`src/rtl/pipe_hazard_ctrl.sv`:
```
// pipe_hazard_ctrl: pipeline control for the 5-stage WISC core.
// Handles operand forwarding select, load-use and flag-hazard stalls, data-memory
// freeze, taken-branch flushes and the halt-drain sequence. It drives the enables
// and flush/bubble controls of the PC and the four pipeline registers.
// Optional feature: define PIPE_CTRL_PERF_EN to add saturating stall/flush
// performance counters (perf_stall_cnt, perf_flush_cnt).
module pipe_hazard_ctrl #(
    parameter int REG_AW    = 4,
    parameter int NUM_SRC   = 2,
    parameter int DRAIN_CYC = 3,
    parameter int CNT_W     = 16
) (
    input  logic                        clk,
    input  logic                        rst,
    input  logic                        id_valid,
    input  logic [NUM_SRC*REG_AW-1:0]   id_src,
    input  logic [NUM_SRC-1:0]          id_src_use,
    input  logic                        id_branch,
    input  logic                        id_br_taken,
    input  logic                        id_halt,
    input  logic                        ex_valid,
    input  logic                        ex_memread,
    input  logic                        ex_regwrite,
    input  logic                        ex_flag_set,
    input  logic [REG_AW-1:0]           ex_dst,
    input  logic [NUM_SRC*REG_AW-1:0]   ex_src,
    input  logic                        mem_valid,
    input  logic                        mem_regwrite,
    input  logic [REG_AW-1:0]           mem_dst,
    input  logic                        mem_busy,
    input  logic                        wb_regwrite,
    input  logic [REG_AW-1:0]           wb_dst,
    output logic                        pc_wen,
    output logic                        if_id_wen,
    output logic                        id_ex_wen,
    output logic                        ex_mem_wen,
    output logic                        mem_wb_wen,
    output logic                        if_id_flush,
    output logic                        id_ex_bubble,
    output logic [2*NUM_SRC-1:0]        fwd_sel,
    output logic                        hlt
`ifdef PIPE_CTRL_PERF_EN
    ,
    output logic [CNT_W-1:0]            perf_stall_cnt,
    output logic [CNT_W-1:0]            perf_flush_cnt
`endif
);

    localparam int DRAIN_W = (DRAIN_CYC > 1) ? $clog2(DRAIN_CYC) : 1;
    localparam logic [DRAIN_W-1:0] DRAIN_LOAD = DRAIN_W'(DRAIN_CYC - 1);

    typedef enum logic [1:0] {
        RUN    = 2'd0,
        DRAIN  = 2'd1,
        HALTED = 2'd2
    } state_t;

    state_t               state;
    logic [DRAIN_W-1:0]   drain_cnt;
    logic [NUM_SRC-1:0]   use_hit;
    logic                 load_use;
    logic                 flag_haz;
    logic                 stall;
    logic                 taken;
    logic                 halt_accept;

    // Reject parameter values that would make the counters or drain logic meaningless.
    if (CNT_W < 1 || DRAIN_CYC < 1 || NUM_SRC < 1 || REG_AW < 1) begin : g_param_check
        $error("pipe_hazard_ctrl: CNT_W, DRAIN_CYC, NUM_SRC and REG_AW must all be >= 1");
    end

    // Per-operand forwarding select and load-use compare; register 0 never matches.
    for (genvar g = 0; g < NUM_SRC; g++) begin : g_src
        logic [REG_AW-1:0] ex_s;
        logic [REG_AW-1:0] id_s;
        logic              mem_hit;
        logic              wb_hit;

        assign ex_s    = ex_src[g*REG_AW +: REG_AW];
        assign id_s    = id_src[g*REG_AW +: REG_AW];
        assign mem_hit = mem_valid & mem_regwrite & (mem_dst != '0) & (mem_dst == ex_s);
        assign wb_hit  = wb_regwrite & (wb_dst != '0) & (wb_dst == ex_s);
        assign fwd_sel[2*g +: 2] = rst     ? 2'b00 :
                                   mem_hit ? 2'b10 :
                                   wb_hit  ? 2'b01 : 2'b00;
        assign use_hit[g] = id_src_use[g] & (id_s != '0) & (id_s == ex_dst);
    end

    assign load_use    = id_valid & ex_valid & ex_memread & ex_regwrite & (|use_hit);
    assign flag_haz    = id_valid & id_branch & ex_valid & ex_flag_set;
    assign stall       = load_use | flag_haz;
    assign taken       = id_valid & id_br_taken;
    assign halt_accept = (state == RUN) & id_valid & id_halt & ~mem_busy & ~stall;

    // Enable/flush/bubble decode from the FSM state and the prioritised hazards.
    always_comb begin
        pc_wen       = 1'b0;
        if_id_wen    = 1'b0;
        id_ex_wen    = 1'b0;
        ex_mem_wen   = 1'b0;
        mem_wb_wen   = 1'b0;
        if_id_flush  = 1'b0;
        id_ex_bubble = 1'b0;
        if (!rst) begin
            case (state)
                RUN: begin
                    if (mem_busy) begin
                        pc_wen = 1'b0;
                    end else if (stall) begin
                        id_ex_wen    = 1'b1;
                        ex_mem_wen   = 1'b1;
                        mem_wb_wen   = 1'b1;
                        id_ex_bubble = 1'b1;
                    end else begin
                        pc_wen      = 1'b1;
                        if_id_wen   = 1'b1;
                        id_ex_wen   = 1'b1;
                        ex_mem_wen  = 1'b1;
                        mem_wb_wen  = 1'b1;
                        if_id_flush = taken;
                    end
                end
                DRAIN: begin
                    if (!mem_busy) begin
                        if_id_wen   = 1'b1;
                        id_ex_wen   = 1'b1;
                        ex_mem_wen  = 1'b1;
                        mem_wb_wen  = 1'b1;
                        if_id_flush = 1'b1;
                    end
                end
                default: begin
                    pc_wen = 1'b0;
                end
            endcase
        end
    end

    // Halt-drain FSM: accept HLT in RUN, count the drain down, then park in HALTED.
    always_ff @(posedge clk or posedge rst) begin
        if (rst) begin
            state     <= RUN;
            drain_cnt <= '0;
            hlt       <= 1'b0;
        end else begin
            case (state)
                RUN: begin
                    if (halt_accept) begin
                        state     <= DRAIN;
                        drain_cnt <= DRAIN_LOAD;
                    end
                end
                DRAIN: begin
                    if (!mem_busy) begin
                        if (drain_cnt == '0) begin
                            state <= HALTED;
                            hlt   <= 1'b1;
                        end else begin
                            drain_cnt <= drain_cnt - 1'b1;
                        end
                    end
                end
                HALTED: begin
                    hlt <= 1'b1;
                end
                default: begin
                    state     <= RUN;
                    drain_cnt <= '0;
                    hlt       <= 1'b0;
                end
            endcase
        end
    end

`ifdef PIPE_CTRL_PERF_EN
    logic stall_evt;
    logic flush_evt;

    assign stall_evt = (state == RUN) & ~mem_busy & stall;
    assign flush_evt = (state == RUN) & ~mem_busy & ~stall & taken;

    // Saturating event counters; only RUN-state events count, so HALTED freezes them.
    always_ff @(posedge clk or posedge rst) begin
        if (rst) begin
            perf_stall_cnt <= '0;
            perf_flush_cnt <= '0;
        end else begin
            if (stall_evt && !(&perf_stall_cnt)) begin
                perf_stall_cnt <= perf_stall_cnt + 1'b1;
            end
            if (flush_evt && !(&perf_flush_cnt)) begin
                perf_flush_cnt <= perf_flush_cnt + 1'b1;
            end
        end
    end
`endif

endmodule

```
`config.mk`:
```
export PLATFORM = sky130hd
export DESIGN_NAME = pipe_hazard_ctrl
export DESIGN_NICKNAME = d
export VERILOG_FILES = /design/src/rtl/pipe_hazard_ctrl.sv
export SDC_FILE = /design/constraint.sdc
export NUM_CORES = 1
export LEC_CHECK = 0
export BUFFER_PORTS_ARGS = -buffer_cell sky130_fd_sc_hd__buf_2
export CAP_MARGIN = 0
export CORE_MARGIN = 5
export CORE_UTILIZATION = 41
export DETAILED_ROUTE_END_ITERATION = 7
export PLACE_DENSITY_LB_ADDON = 0.08
export SYNTH_ARGS = -nofsm -noshare
export SYNTH_HDL_FRONTEND = slang
export SYNTH_SLANG_ARGS = --single-unit
export TNS_END_PERCENT = 1
```
`constraint.sdc`:
```
create_clock -name clk -period 2.2 [get_ports clk]
set_clock_uncertainty 0.15 [all_clocks]
set_input_delay 0.33 -clock clk [delete_from_list [all_inputs] [get_ports clk]]
set_output_delay 0.33 -clock clk [all_outputs]
set_load 0.01 [all_outputs]
```
==> results of run 1 <==
-- cells by family after synthesis --
| family | Yosys count | synth area share [%] |
|---|---|---|
| buffers and inverters | 9 | 5.204 |
| AO/OA/AOI/OAI | 15 | 14.67 |
| multiplexers | 2 | 3.312 |
| AND/OR/NAND/NOR | 40 | 28.23 |
| XOR/XNOR | 24 | 26.50 |
| adder cells (fa/ha/maj) | 4 | 6.309 |
| flip-flops | 5 | 15.77 |
-- sequential cells by signal, summed over array words and instances, names as in the netlist --
register / flops
state: 2
hlt: 1
drain_cnt: 2
-- where the power goes --
group	internal (µW)	switching, µW
Clock	68.6	38.7
Sequential	92.3	0
Combinational	59.3	55.5
Total	220	94.3
-- metrics by stage --
stage / instances / setup slack (ns) / area, µm² / total power (µW)
floorplan: 99 / 0.2650 / 793.3 / 144.6
global placement: 179 / 0.1119 / 1091 / 203.2
detailed placement: 179 / 0.1089 / 1091 / 205.6
CTS: 184 / 0.1028 / 1127 / 318.2
global route: 184 / 0.03523 / 1151 / 341.9
finish: 184 / 0.1288 / 1151 / 314.5
-- metal layers --
metal / up-vias / track usage, % / share of wire (%)
li1: 476 / - / -
met1: 414 / 18.56 / 38
met2: 35 / 29.64 / 55
met3: 0 / 3.324 / 7.1
met4: 0 / 2.490 / 0
met5: - / 0 / 0
-- critical path, stage by stage --
cell and delay (ns):
sky130_fd_sc_hd__buf_2 0.12, sky130_fd_sc_hd__nor4_1 0.49, sky130_fd_sc_hd__nor4_4 0.10, sky130_fd_sc_hd__nor2_1 0.16, sky130_fd_sc_hd__nand2_1 0.11, sky130_fd_sc_hd__a21oi_1 0.14
sky130_fd_sc_hd__buf_2 0.14
-- synth_stat cells --
cell type / instances / area, µm²
sky130_fd_sc_hd__xor2_1: 13 / 113.9
sky130_fd_sc_hd__xnor2_1: 11 / 96.34
sky130_fd_sc_hd__nor2_1: 8 / 30.03
sky130_fd_sc_hd__inv_1: 6 / 22.52
sky130_fd_sc_hd__nand2_1: 6 / 22.52
sky130_fd_sc_hd__nand4_1: 6 / 37.54
sky130_fd_sc_hd__dfrtp_1: 5 / 125.1
sky130_fd_sc_hd__nor4_1: 5 / 31.28
sky130_fd_sc_hd__ha_1: 4 / 50.05
sky130_fd_sc_hd__nand2b_1: 4 / 25.02
sky130_fd_sc_hd__nand3_1: 3 / 15.01
sky130_fd_sc_hd__a21oi_1: 2 / 10.01
sky130_fd_sc_hd__buf_4: 2 / 15.01
sky130_fd_sc_hd__nor3_1: 2 / 10.01
sky130_fd_sc_hd__o211ai_1: 2 / 15.01
sky130_fd_sc_hd__or4_1: 2 / 15.01
sky130_fd_sc_hd__a211o_1: 1 / 8.760
sky130_fd_sc_hd__a211oi_1: 1 / 7.510
sky130_fd_sc_hd__a21oi_2: 1 / 8.760
sky130_fd_sc_hd__a2bb2oi_1: 1 / 8.760
sky130_fd_sc_hd__a31oi_1: 1 / 6.260
sky130_fd_sc_hd__a32oi_1: 1 / 8.760
sky130_fd_sc_hd__clkbuf_1: 1 / 3.750
sky130_fd_sc_hd__mux2_1: 1 / 11.26
sky130_fd_sc_hd__mux2_4: 1 / 15.01
sky130_fd_sc_hd__nor2b_1: 1 / 6.260
sky130_fd_sc_hd__nor3_2: 1 / 10.01
sky130_fd_sc_hd__nor4_2: 1 / 12.51
sky130_fd_sc_hd__nor4b_1: 1 / 8.760
sky130_fd_sc_hd__o211a_1: 1 / 10.01
sky130_fd_sc_hd__o211ai_2: 1 / 12.51
sky130_fd_sc_hd__o21ai_1: 1 / 5.000
sky130_fd_sc_hd__o22ai_1: 1 / 6.260
sky130_fd_sc_hd__o41ai_1: 1 / 8.760
-- placed cells by master (no fill, tap or decap), drive strengths merged, types with 2 or more instances in the layout --
cell    instances
nor2            8
nand4           6
buf            56
nand2b          4
or4             2
a21oi           3
clkbuf          4
ha              4
xnor2          11
mux2            2
o211ai          3
nor4            6
xor2           13
nand3           3
nor3            3
nand2           6
inv             6
dfrtp           5
-- how the worst max path moves through the flow --
stage	start	to	slack, ns	cells past startpoint
after floorplan	state[0]$_DFFE_PP0P_	state[0]$_DFFE_PP0P_	0.26	8
after global placement	id_src[3]	id_ex_bubble	0.11	7
after detailed placement	id_src[3]	id_ex_bubble	0.11	7
after CTS	id_src[3]	id_ex_bubble	0.10	7
after global routing	ex_dst[0]	id_ex_bubble	0.04	7
final	ex_dst[1]	if_id_wen	0.13	7
-- repair_timing --
action	4_1_cts	5_1_grt
hold buffers	1	0
gates resized for setup	0	4
endpoints found under the hold margin	5	0
endpoints found under the setup margin	0	3
-- cell type report --
cell class	instances	area [µm²]
tap	27	33.78
multi-input combinational	85	650.6
timing repair buffer	57	292.8
clock buffer	4	26.28
fill	188	750.7
inverter	6	22.52
sequential	5	125.1
==> impl_table.tex, run 1 <==
\begin{tabular}{lr}
\hline
Metric & Value \\
\hline
\multicolumn{2}{l}{\textbf{Timing}} \\
Top achievable clock speed & 482.8 MHz \\
Worst hold margin & 0.3749 ns \\
Worst-Margin Slew & 0.5067 ns \\
Max-slew violation total from the final report & 0 \\
Final setup TNS & 0 ns \\
Total of endpoints with negative setup slack in the final report & 0 \\
Ratio of final minimum period to clock period & 94.15\% \\
Endpoints failing hold & 0 \\
Rel. slew slack & 65.91\% \\
Setup repair after global routing missed its margin & false \\
Tmin final & 2.071 ns \\
\multicolumn{2}{l}{\textbf{Run status}} \\
Run status & complete, no violations \\
\multicolumn{2}{l}{\textbf{Route}} \\
DRT antenna net count & 0 \\
Detail-routed net length per standard cell & 11.54 µm \\
Via count & 925 \\
Routed vias/inst & 5.027 \\
Detailed-route DRC error count & 0 \\
Pre-Repair DR Iteration Count & 4 \\
Drt initial violations & 9 \\
Final WL & 2.124 mm \\
\multicolumn{2}{l}{\textbf{Placement}} \\
Number of I/O port buffers & 55 \\
Sum of net half-perimeters after detailed placement & 1.920 mm \\
Final RePlAce weighted congestion & 0.7933 \\
\multicolumn{2}{l}{\textbf{Clock network}} \\
Total setup buffers inserted after CTS & 0 \\
Clock transition at path regs & 0.04 ns \\
Total clock buffers created by CTS & 3 \\
Number of sinks handled by clock tree synthesis & 5 \\
Skew-Pair Late Insertion Delay & 0.24 ns \\
Root Driver & sky130\_fd\_sc\_hd\_\_clkbuf\_4 \\
Worst-case clock buffer depth & 2 \\
Number of H-tree levels & 1 \\
Clock tree from TritonCTS & done \\
\multicolumn{2}{l}{\textbf{Floorplanning}} \\
Vertical die dimension & 53.99 µm \\
Initial Utilization & 41.71\% \\
Chip width & 53.99 µm \\
Ports placed on the boundary & 56 \\
Number of placement rows & 16 \\
Core area & 1902 µm² \\
Die Footprint & 2914 µm² \\
\multicolumn{2}{l}{\textbf{Logic synthesis}} \\
Post-synthesis instance area & 793.3 µm² \\
Post-Syn Area per Cell & 8.013 µm² \\
Unique cell type count in the Yosys netlist & 34 \\
Sequential element share of the synthesized area & 15.77\% \\
Synthesized instance count & 99 \\
Synthesis Warnings & 0 \\
Number of nets produced by synthesis & 147 \\
Number of storage elements in the synthesis netlist & 5 \\
\multicolumn{2}{l}{\textbf{Min path}} \\
Hold depth & 1 \\
Hold Crit Start & drain\_cnt[0]\$\_DFFE\_PP0P\_ \\
Worst-case hold path end point & drain\_cnt[0]\$\_DFFE\_PP0P\_ \\
Class of the worst hold path & reg -> reg \\
\multicolumn{2}{l}{\textbf{Worst setup path}} \\
Worst reg2reg path depth & 8 \\
Worst setup path class & in -> out \\
Largest fanout on the critical path & 3 \\
Startpoint of the most critical register-to-register path & state[1]\$\_DFFE\_PP0P\_ \\
Critical register-to-register path endpoint & state[0]\$\_DFFE\_PP0P\_ \\
Worst setup EP type & output pin \\
Nature of the critical path startpoint & input pin \\
Setup slack on the worst flop-to-flop path & 0.23 ns \\
Endpoint arrival time on the critical path & 1.59 ns \\
Worst Path Required & 1.72 ns \\
\multicolumn{2}{l}{\textbf{GRT}} \\
Total routing resource utilization after global routing & 15.84\% \\
Initial antenna violation count & 0 \\
Number of global-route vias before repair & 914 \\
Global-route wire length before repair & 3.498 mm \\
Total congestion overflow after global routing & 0 \\
Pin count of the biggest net entering global routing & 9 \\
\multicolumn{2}{l}{\textbf{Run}} \\
Number of maximum-capacitance violations & 0 \\
\multicolumn{2}{l}{\textbf{Layout}} \\
Relative area change from synthesis to final layout & 45.11\% \\
Number of nets in the layout & 206 \\
Share of the core filled with cells in the final layout & 60.53\% \\
N\_diodes & 0 \\
Proportion of layout cells with a drive suffix above 1 & 42.04\% \\
\multicolumn{2}{l}{\textbf{Power}} \\
Power density relative to cell area & 273.2 nW/µm² \\
IR drop worst, VDD & 0.1401 mV \\
Static leakage & 0.0005616 µW \\
\hline
\end{tabular}
Note: power is estimated with default switching activity, not from simulation.
==> inputs of run 2 (changes only) <==
ABC_AREA = 1   (was not set)
CORE_UTILIZATION = 42   (was 41)
==> impl_table.tex, run 2 <==
\begin{tabular}{lr}
\hline
Metric & Value \\
\hline
\multicolumn{2}{l}{\textbf{Run status}} \\
Run status & complete, no violations \\
\multicolumn{2}{l}{\textbf{Worst setup path}} \\
Cell at the slowest stage of the critical path & sky130\_fd\_sc\_hd\_\_dfrtp\_1 \\
Worst setup EP type & output pin \\
Cell chain of the critical path & inv\_1 > ha\_1 > nand3\_1 > inv\_1 > nand3\_1 > a21oi\_1 > buf\_2 \\
Worst setup path class & reg -> out \\
Delay contributed by the slowest stage of the critical path & 0.38 ns (-0.11 ns) \\
Largest fanout on the critical path & 4 (+1) \\
Worst setup path endpoint & if\_id\_flush \\
Setup slack on the worst flop-to-flop path & 0.57 ns (+0.34 ns) \\
Nature of the critical path startpoint & flop \\
Startpoint of the most critical register-to-register path & state[0]\$\_DFFE\_PP0P\_ \\
Worst reg2reg path depth & 11 (+3) \\
Endpoint arrival time on the critical path & 1.47 ns (-0.12 ns) \\
Critical register-to-register path endpoint & drain\_cnt[0]\$\_DFFE\_PP0P\_ \\
Crit path launch & state[0]\$\_DFFE\_PP0P\_ \\
Worst Path Required & 1.72 ns (about the same) \\
\multicolumn{2}{l}{\textbf{Floorplanning}} \\
Number of placement rows & 16 (unchanged) \\
Initial Utilization & 44.95\% (+3.2 points) \\
Core area & 1982 µm² (+4.2\%) \\
Die Footprint & 3142 µm² (+7.8\%) \\
Chip width & 56.06 µm (+3.8\%) \\
Ports placed on the boundary & 56 (unchanged) \\
Vertical die dimension & 56.06 µm (+3.8\%) \\
\multicolumn{2}{l}{\textbf{Route}} \\
Post-Route M1 WL & 1.001 mm (+23\%) \\
Detailed-routed wire length on met2 & 1.191 mm (+2.5\%) \\
Drt initial violations & 16 (+7) \\
Detailed-route DRC error count & 0 (unchanged) \\
Routed vias/inst & 4.699 (-6.5\%) \\
Via count & 1,109 (+20\%) \\
Pre-Repair DR Iteration Count & 4 (unchanged) \\
Amount of wire on met3 after detailed routing & 200 µm (+33\%) \\
Final WL & 2.402 mm (+13\%) \\
Highest metal used & met4 \\
DRT antenna net count & 0 (unchanged) \\
Detail-routed net length per standard cell & 10.18 µm (-12\%) \\
\multicolumn{2}{l}{\textbf{Logic synthesis}} \\
Most numerous cell in the Yosys netlist & sky130\_fd\_sc\_hd\_\_nand2\_1 \\
Unique cell type count in the Yosys netlist & 23 (-32\%) \\
Sequential element share of the synthesized area & 14.04\% (-1.7 points) \\
Post-synthesis async set-or-reset flop share & 100.0\% (unchanged) \\
Post-Syn Area per Cell & 5.900 µm² (-26\%) \\
Post-synth EDFFs & 0 (unchanged) \\
Post-synth top cells & sky130\_fd\_sc\_hd\_\_nand2\_1 (42), sky130\_fd\_sc\_hd\_\_inv\_1 (26), sky130\_fd\_sc\_hd\_\_nor2\_1 (20), sky130\_fd\_sc\_hd\_\_xor2\_1 (12) \\
Number of storage elements in the synthesis netlist & 5 (unchanged) \\
Area leader, netlist & sky130\_fd\_sc\_hd\_\_nand2\_1 \\
Post-synthesis instance area & 890.9 µm² (+12\%) \\
Largest cells by area after synthesis & sky130\_fd\_sc\_hd\_\_nand2\_1 (18\%), sky130\_fd\_sc\_hd\_\_dfrtp\_1 (14\%), sky130\_fd\_sc\_hd\_\_xor2\_1 (12\%) \\
Yosys top cell area share & 17.70\% (+1.9 points) \\
Number of nets produced by synthesis & 199 (+35\%) \\
Synthesized instance count & 151 (+53\%) \\
Main synth FF type & sky130\_fd\_sc\_hd\_\_dfrtp\_1 \\
Synthesis Warnings & 0 (unchanged) \\
\multicolumn{2}{l}{\textbf{GRT}} \\
Number of global-route vias before repair & 1,032 (+13\%) \\
Pin count of the biggest net entering global routing & 8 (-1) \\
Initial antenna violation count & 0 (unchanged) \\
Global-route wire length before repair & 4.008 mm (+15\%) \\
Total routing resource utilization after global routing & 15.32\% (-0.52 points) \\
Total congestion overflow after global routing & 0 (unchanged) \\
\multicolumn{2}{l}{\textbf{Clock network}} \\
Number of instances resized during post-cts repair & 0 (unchanged) \\
Skew-Pair Late Insertion Delay & 0.24 ns (about the same) \\
Number of H-tree levels & 1 (unchanged) \\
Clock transition at path regs & 0.04 ns (about the same) \\
Clock tree from TritonCTS & done \\
Worst-case clock buffer depth & 2 (unchanged) \\
Root Driver & sky130\_fd\_sc\_hd\_\_clkbuf\_4 \\
Number of sinks handled by clock tree synthesis & 5 (unchanged) \\
Total clock buffers created by CTS & 3 (unchanged) \\
\multicolumn{2}{l}{\textbf{Layout}} \\
Reg area & 125.1 µm² (unchanged) \\
Commonest cells after routing, fill and taps aside & sky130\_fd\_sc\_hd\_\_buf\_2 (55), sky130\_fd\_sc\_hd\_\_nand2\_1 (42), sky130\_fd\_sc\_hd\_\_inv\_1 (26) \\
N\_diodes & 0 (unchanged) \\
Largest registers & drain\_cnt (2), state (2), hlt (1) \\
Filler cell count in the final layout & 198 (+5.3\%) \\
Area occupied by multi-input gates & 645.6 µm² (-0.77\%) \\
Relative area change from synthesis to final layout & 37.08\% \\
Proportion of layout cells with a drive suffix above 1 & 33.01\% (-9.0 points) \\
Number of nets in the layout & 258 (+25\%) \\
Most common cell after layout, fill and taps aside & sky130\_fd\_sc\_hd\_\_buf\_2 \\
\multicolumn{2}{l}{\textbf{Timing}} \\
Rel. slew slack & 79.09\% (+13 points) \\
Endpoints failing hold & 0 (unchanged) \\
Top achievable clock speed & 511.6 MHz (+6.0\%) \\
Ratio of final minimum period to clock period & 88.85\% (-5.3 points) \\
Setup repair after global routing missed its margin & false \\
Worst Slack Setup Final & 0.2453 ns (+0.1165 ns) \\
Total of endpoints with negative setup slack in the final report & 0 (unchanged) \\
Tmin final & 1.955 ns (-0.1165 ns) \\
Max-slew violation total from the final report & 0 (unchanged) \\
Final setup TNS & 0 ns (unchanged) \\
Worst-Margin Slew & 0.3109 ns (-0.1958 ns) \\
\multicolumn{2}{l}{\textbf{Power}} \\
IR drop worst, VDD & 0.3558 mV (+150\%) \\
Static leakage & 0.0007536 µW (+34\%) \\
Power density relative to cell area & 632.2 nW/µm² (+130\%) \\
\multicolumn{2}{l}{\textbf{Placement}} \\
Final RePlAce weighted congestion & 0.7819 (-1.4\%) \\
Number of I/O port buffers & 55 (unchanged) \\
Sum of net half-perimeters after detailed placement & 2.116 mm (+10\%) \\
Worst-case setup slack after placement & 0.3365 ns (+0.2276 ns) \\
\multicolumn{2}{l}{\textbf{Min path}} \\
Class of the worst hold path & reg -> reg \\
\multicolumn{2}{l}{\textbf{Run}} \\
Number of maximum-capacitance violations & 0 (unchanged) \\
\hline
\end{tabular}
run 2: changes by cell type in the layout (fill, tap and decap cells not counted), sizes merged, moves of 7 or more:
| cell | before | now |
|---|---|---|
| nor2 | 8 | 20 |
| xnor2 | 11 | 3 |
| nand3 | 3 | 10 |
| nand2 | 6 | 45 |
| inv | 6 | 28 |
run 2: through the flow:
step / total power, µW / cell area (µm²) / cells / hold slack [ns] / utilization (%)
floorplan: 520.0 / 890.9 / 151 / -0.02464 / -
global placement: 652.6 / 1185 / 231 / 0.1778 / 59.79
detailed placement: 671.1 / 1185 / 231 / 0.1816 / 59.79
CTS: 783.6 / 1221 / 236 / 0.3204 / 61.62
global route: 858.0 / 1221 / 236 / 0.3427 / 61.62
finish: 772.0 / 1221 / 236 / 0.3193 / 61.62
run 2: kinds of logic after synthesis:
logic type | synth area share [%]
xor+xnor | 14.75
simple gates | 44.10
compound gates | 6.741
buf+inv | 13.48
fa+ha+maj | 5.618
flops | 14.04
mux | 1.264
run 2: where the power goes:
part	internal, µW	switching [µW]
clock	68.5	36.7
combinational	206	304
sequential	134	22.9
total	409	363
run 2: layout make-up:
cell class,count,share of cell area [%]
repair buffers,56,23.36
clock buffers,4,2.152
multi-input cells,116,52.87
well taps,27,2.766
flip-flops and latches,5,10.25
inverters,28,8.607
run 2: how the worst min path moves through the flow:
stage	startpoint	to	slack (ns)	cells past startpoint
after floorplan	rst	drain_cnt[0]$_DFFE_PP0P_	-0.02	1
after global placement	rst	hlt$_DFFE_PP0P_	0.18	2
after detailed placement	rst	state[0]$_DFFE_PP0P_	0.18	2
after CTS	drain_cnt[0]$_DFFE_PP0P_	drain_cnt[0]$_DFFE_PP0P_	0.32	2
after global routing	drain_cnt[1]$_DFFE_PP0P_	drain_cnt[1]$_DFFE_PP0P_	0.34	2
final	drain_cnt[1]$_DFFE_PP0P_	drain_cnt[1]$_DFFE_PP0P_	0.32	2
run 2: per-layer routing:
metal  global-route usage (%)  vias to the layer above
met1                    18.43                      477
met5                        0                        -
met3                    4.408                        3
li1                         -                      586
met4                    5.085                        0
met2                    25.88                       43
run 2: timing repair:
item,CTS,global route
hold buffers,1,0
buffers inserted,0,0
endpoints found under the hold margin,5,0
run 2: worst max-delay path, delay by kind of cell (launching register included):
kind / cells / cell delay [ns]
flops: 1 / 0.38
compound gates: 1 / 0.13
buf+inv: 3 / 0.32
fa+ha+maj: 1 / 0.22
simple gates: 2 / 0.18
==> inputs of run 3 (changes only) <==
CORE_MARGIN = not set   (was 5)
SETUP_SLACK_MARGIN = 0.3   (was not set)
==> impl_table.tex, run 3 (same netlist as run 2, synthesis figures left out) <==
\begin{tabular}{lr}
\hline
Metric & Value \\
\hline
\multicolumn{2}{l}{\textbf{Layout}} \\
Most common cell after layout, fill and taps aside & sky130\_fd\_sc\_hd\_\_buf\_2 \\
Number of nets in the layout & 259 (+0.39\%) \\
N\_diodes & 0 (unchanged) \\
Commonest cells after routing, fill and taps aside & sky130\_fd\_sc\_hd\_\_buf\_2 (51), sky130\_fd\_sc\_hd\_\_nand2\_1 (39), sky130\_fd\_sc\_hd\_\_inv\_1 (21) \\
Largest registers & drain\_cnt (2), state (2), hlt (1) \\
Proportion of layout cells with a drive suffix above 1 & 41.43\% (+8.4 points) \\
Filler cell count in the final layout & 186 (-6.1\%) \\
Area occupied by multi-input gates & 691.9 µm² (+7.2\%) \\
Reg area & 125.1 µm² (unchanged) \\
Relative area change from synthesis to final layout & 45.93\% \\
\multicolumn{2}{l}{\textbf{GRT}} \\
Met1 usage in global routing & 22.92\% (+4.5 points) \\
Total congestion overflow after global routing & 0 (unchanged) \\
Initial antenna violation count & 0 (unchanged) \\
Number of global-route vias before repair & 934 (-9.5\%) \\
GR Layer Usage met2 & 35.14\% (+9.3 points) \\
Most utilized layer in the global route result & met2 \\
Met3 track utilization from global routing & 2.642\% (-1.8 points) \\
Global-route wire length before repair & 3.277 mm (-18\%) \\
Total routing resource utilization after global routing & 19.69\% (+4.4 points) \\
Pin count of the biggest net entering global routing & 8 (unchanged) \\
\multicolumn{2}{l}{\textbf{Power}} \\
IR drop worst, VDD & 0.3621 mV (+1.8\%) \\
Total chip power & 817.3 µW (+5.9\%) \\
Static leakage & 0.0007636 µW (+1.3\%) \\
Power density relative to cell area & 628.7 nW/µm² (-0.55\%) \\
\multicolumn{2}{l}{\textbf{Timing}} \\
Worst hold margin & 0.3172 ns (-0.002064 ns) \\
Rel. slew slack & 83.48\% (+4.4 points) \\
Final setup TNS & 0 ns (unchanged) \\
Max-slew violation total from the final report & 0 (unchanged) \\
Ratio of final minimum period to clock period & 85.22\% (-3.6 points) \\
Tmin final & 1.875 ns (-0.07983 ns) \\
Top achievable clock speed & 533.4 MHz (+4.3\%) \\
Setup repair after global routing missed its margin & true \\
Endpoints failing hold & 0 (unchanged) \\
Worst-Margin Slew & 0.2456 ns (-0.06536 ns) \\
Total of endpoints with negative setup slack in the final report & 0 (unchanged) \\
\multicolumn{2}{l}{\textbf{Placement}} \\
Sum of net half-perimeters after detailed placement & 1.904 mm (-10\%) \\
Final RePlAce weighted congestion & 0.8394 (+7.4\%) \\
Number of I/O port buffers & 55 (unchanged) \\
\multicolumn{2}{l}{\textbf{Worst setup path}} \\
Nature of the critical path startpoint & input pin \\
Setup slack on the worst flop-to-flop path & 0.59 ns (+0.02 ns) \\
Top cell by count, worst path & sky130\_fd\_sc\_hd\_\_nand2\_1 \\
Buf/Inv on CP & 2 (-1) \\
Worst setup EP type & output pin \\
Worst setup path class & in -> out \\
Worst Path Required & 1.72 ns (about the same) \\
Delay contributed by the slowest stage of the critical path & 0.18 ns (-0.20 ns) \\
Cell family with most CP delay & simple AND/OR/NAND/NOR gates \\
Endpoint arrival time on the critical path & 1.39 ns (-0.08 ns) \\
Cell chain of the critical path & buf\_6 > nor2\_2 > nand2\_1 > nand2\_1 > nand2\_1 > nand3\_2 > nand2\_2 > a21boi\_2 > nand3\_1 > a21oi\_1 > buf\_2 \\
Cell at the slowest stage of the critical path & sky130\_fd\_sc\_hd\_\_a21boi\_2 \\
Largest fanout on the critical path & 3 (-1) \\
\multicolumn{2}{l}{\textbf{Route}} \\
DRT antenna net count & 0 (unchanged) \\
Detailed-route DRC error count & 0 (unchanged) \\
Pre-Repair DR Iteration Count & 4 (unchanged) \\
Final WL & 2.217 mm (-7.7\%) \\
Via count & 1,109 (unchanged) \\
Drt initial violations & 21 (+5) \\
Routed vias/inst & 4.679 (-0.42\%) \\
Detail-routed net length per standard cell & 9.354 µm (-8.1\%) \\
\multicolumn{2}{l}{\textbf{Run}} \\
Number of maximum-capacitance violations & 0 (unchanged) \\
\multicolumn{2}{l}{\textbf{Clock network}} \\
Clock transition at path regs & 0.04 ns (about the same) \\
Clock tree from TritonCTS & done \\
Number of H-tree levels & 1 (unchanged) \\
Skew-Pair Late Insertion Delay & 0.23 ns (about the same) \\
Number of sinks handled by clock tree synthesis & 5 (unchanged) \\
Worst-case clock buffer depth & 2 (unchanged) \\
Root Driver & sky130\_fd\_sc\_hd\_\_clkbuf\_4 \\
Total clock buffers created by CTS & 3 (unchanged) \\
\multicolumn{2}{l}{\textbf{Min path}} \\
Class of the worst hold path & reg -> reg \\
\multicolumn{2}{l}{\textbf{Floorplanning}} \\
Number of placement rows & 16 (unchanged) \\
Vertical die dimension & 48.06 µm (-14\%) \\
Ports placed on the boundary & 56 (unchanged) \\
Core area & 1982 µm² (unchanged) \\
Chip width & 48.06 µm (-14\%) \\
Initial Utilization & 44.95\% (unchanged) \\
Die Footprint & 2309 µm² (-27\%) \\
\multicolumn{2}{l}{\textbf{Run status}} \\
Run status & complete, no violations \\
\hline
\end{tabular}
[run 3: power by group]
group	internal [µW]	switching (µW)	total [µW]
registers	134	24.1	158
clock network	68.3	33.8	102
logic	241	316	557
total	443	374	817
[run 3: area by class of cell]
cell class,count,share of cell area (%)
clock buffers,4,2.021
repair buffers,57,24.45
flip-flops and latches,5,9.625
multi-input cells,116,53.22
inverters,28,8.085
well taps,27,2.599
[run 3: what timing repair did]
item | 4_1_cts | 5_1_grt
gates resized for setup | 1 | 21
pin swaps | 0 | 16
setup endpoints to repair | 4 | 7
endpoints found under the hold margin | 5 | 0
hold buffers | 1 | 0
setup buffers | 0 | 1
[run 3: per-stage QoR]
stage	util, %	setup WS (ns)	cell area [µm²]	std cells
2_1_floorplan	-	0.5031	890.9	151
3_3_place_gp	59.79	0.3713	1185	231
3_5_place_dp	59.79	0.3297	1185	231
4_1_cts	61.81	0.2730	1225	236
5_1_grt	65.59	0.2141	1300	237
6_report	65.59	0.3252	1300	237
[run 3: path summary, 6_finish.rpt]
kind / end / cells past startpoint / start
setup / recovery: if_id_wen / 11 / id_src[1]
hold / removal: drain_cnt[1]$_DFFE_PP0P_ / 2 / drain_cnt[1]$_DFFE_PP0P_
setup reg to reg: hlt$_DFFE_PP0P_ / 6 / state[1]$_DFFE_PP0P_
hold reg to reg: drain_cnt[1]$_DFFE_PP0P_ / 2 / drain_cnt[1]$_DFFE_PP0P_
max in group asynchronous: hlt$_DFFE_PP0P_ / 3 / rst
min in group asynchronous: state[1]$_DFFE_PP0P_ / 3 / rst
[run 3: layer usage]
metal / vias up / routed length, µm / part of all wire [%]
met5: - / 0 / 0
met4: 0 / 15 / 0.68
met3: 2 / 110 / 5.0
met2: 46 / 1156 / 52
met1: 469 / 934 / 42
li1: 592 / - / -
[run 3: worst register-to-register path, stage by stage, from the launching register on]
cell and delay, ns:
sky130_fd_sc_hd__dfrtp_1 0.39, sky130_fd_sc_hd__inv_2 0.09, sky130_fd_sc_hd__ha_2 0.20, sky130_fd_sc_hd__inv_1 0.10, sky130_fd_sc_hd__o21ai_2 0.21, sky130_fd_sc_hd__nor2_1 0.07, sky130_fd_sc_hd__mux2_2 0.27
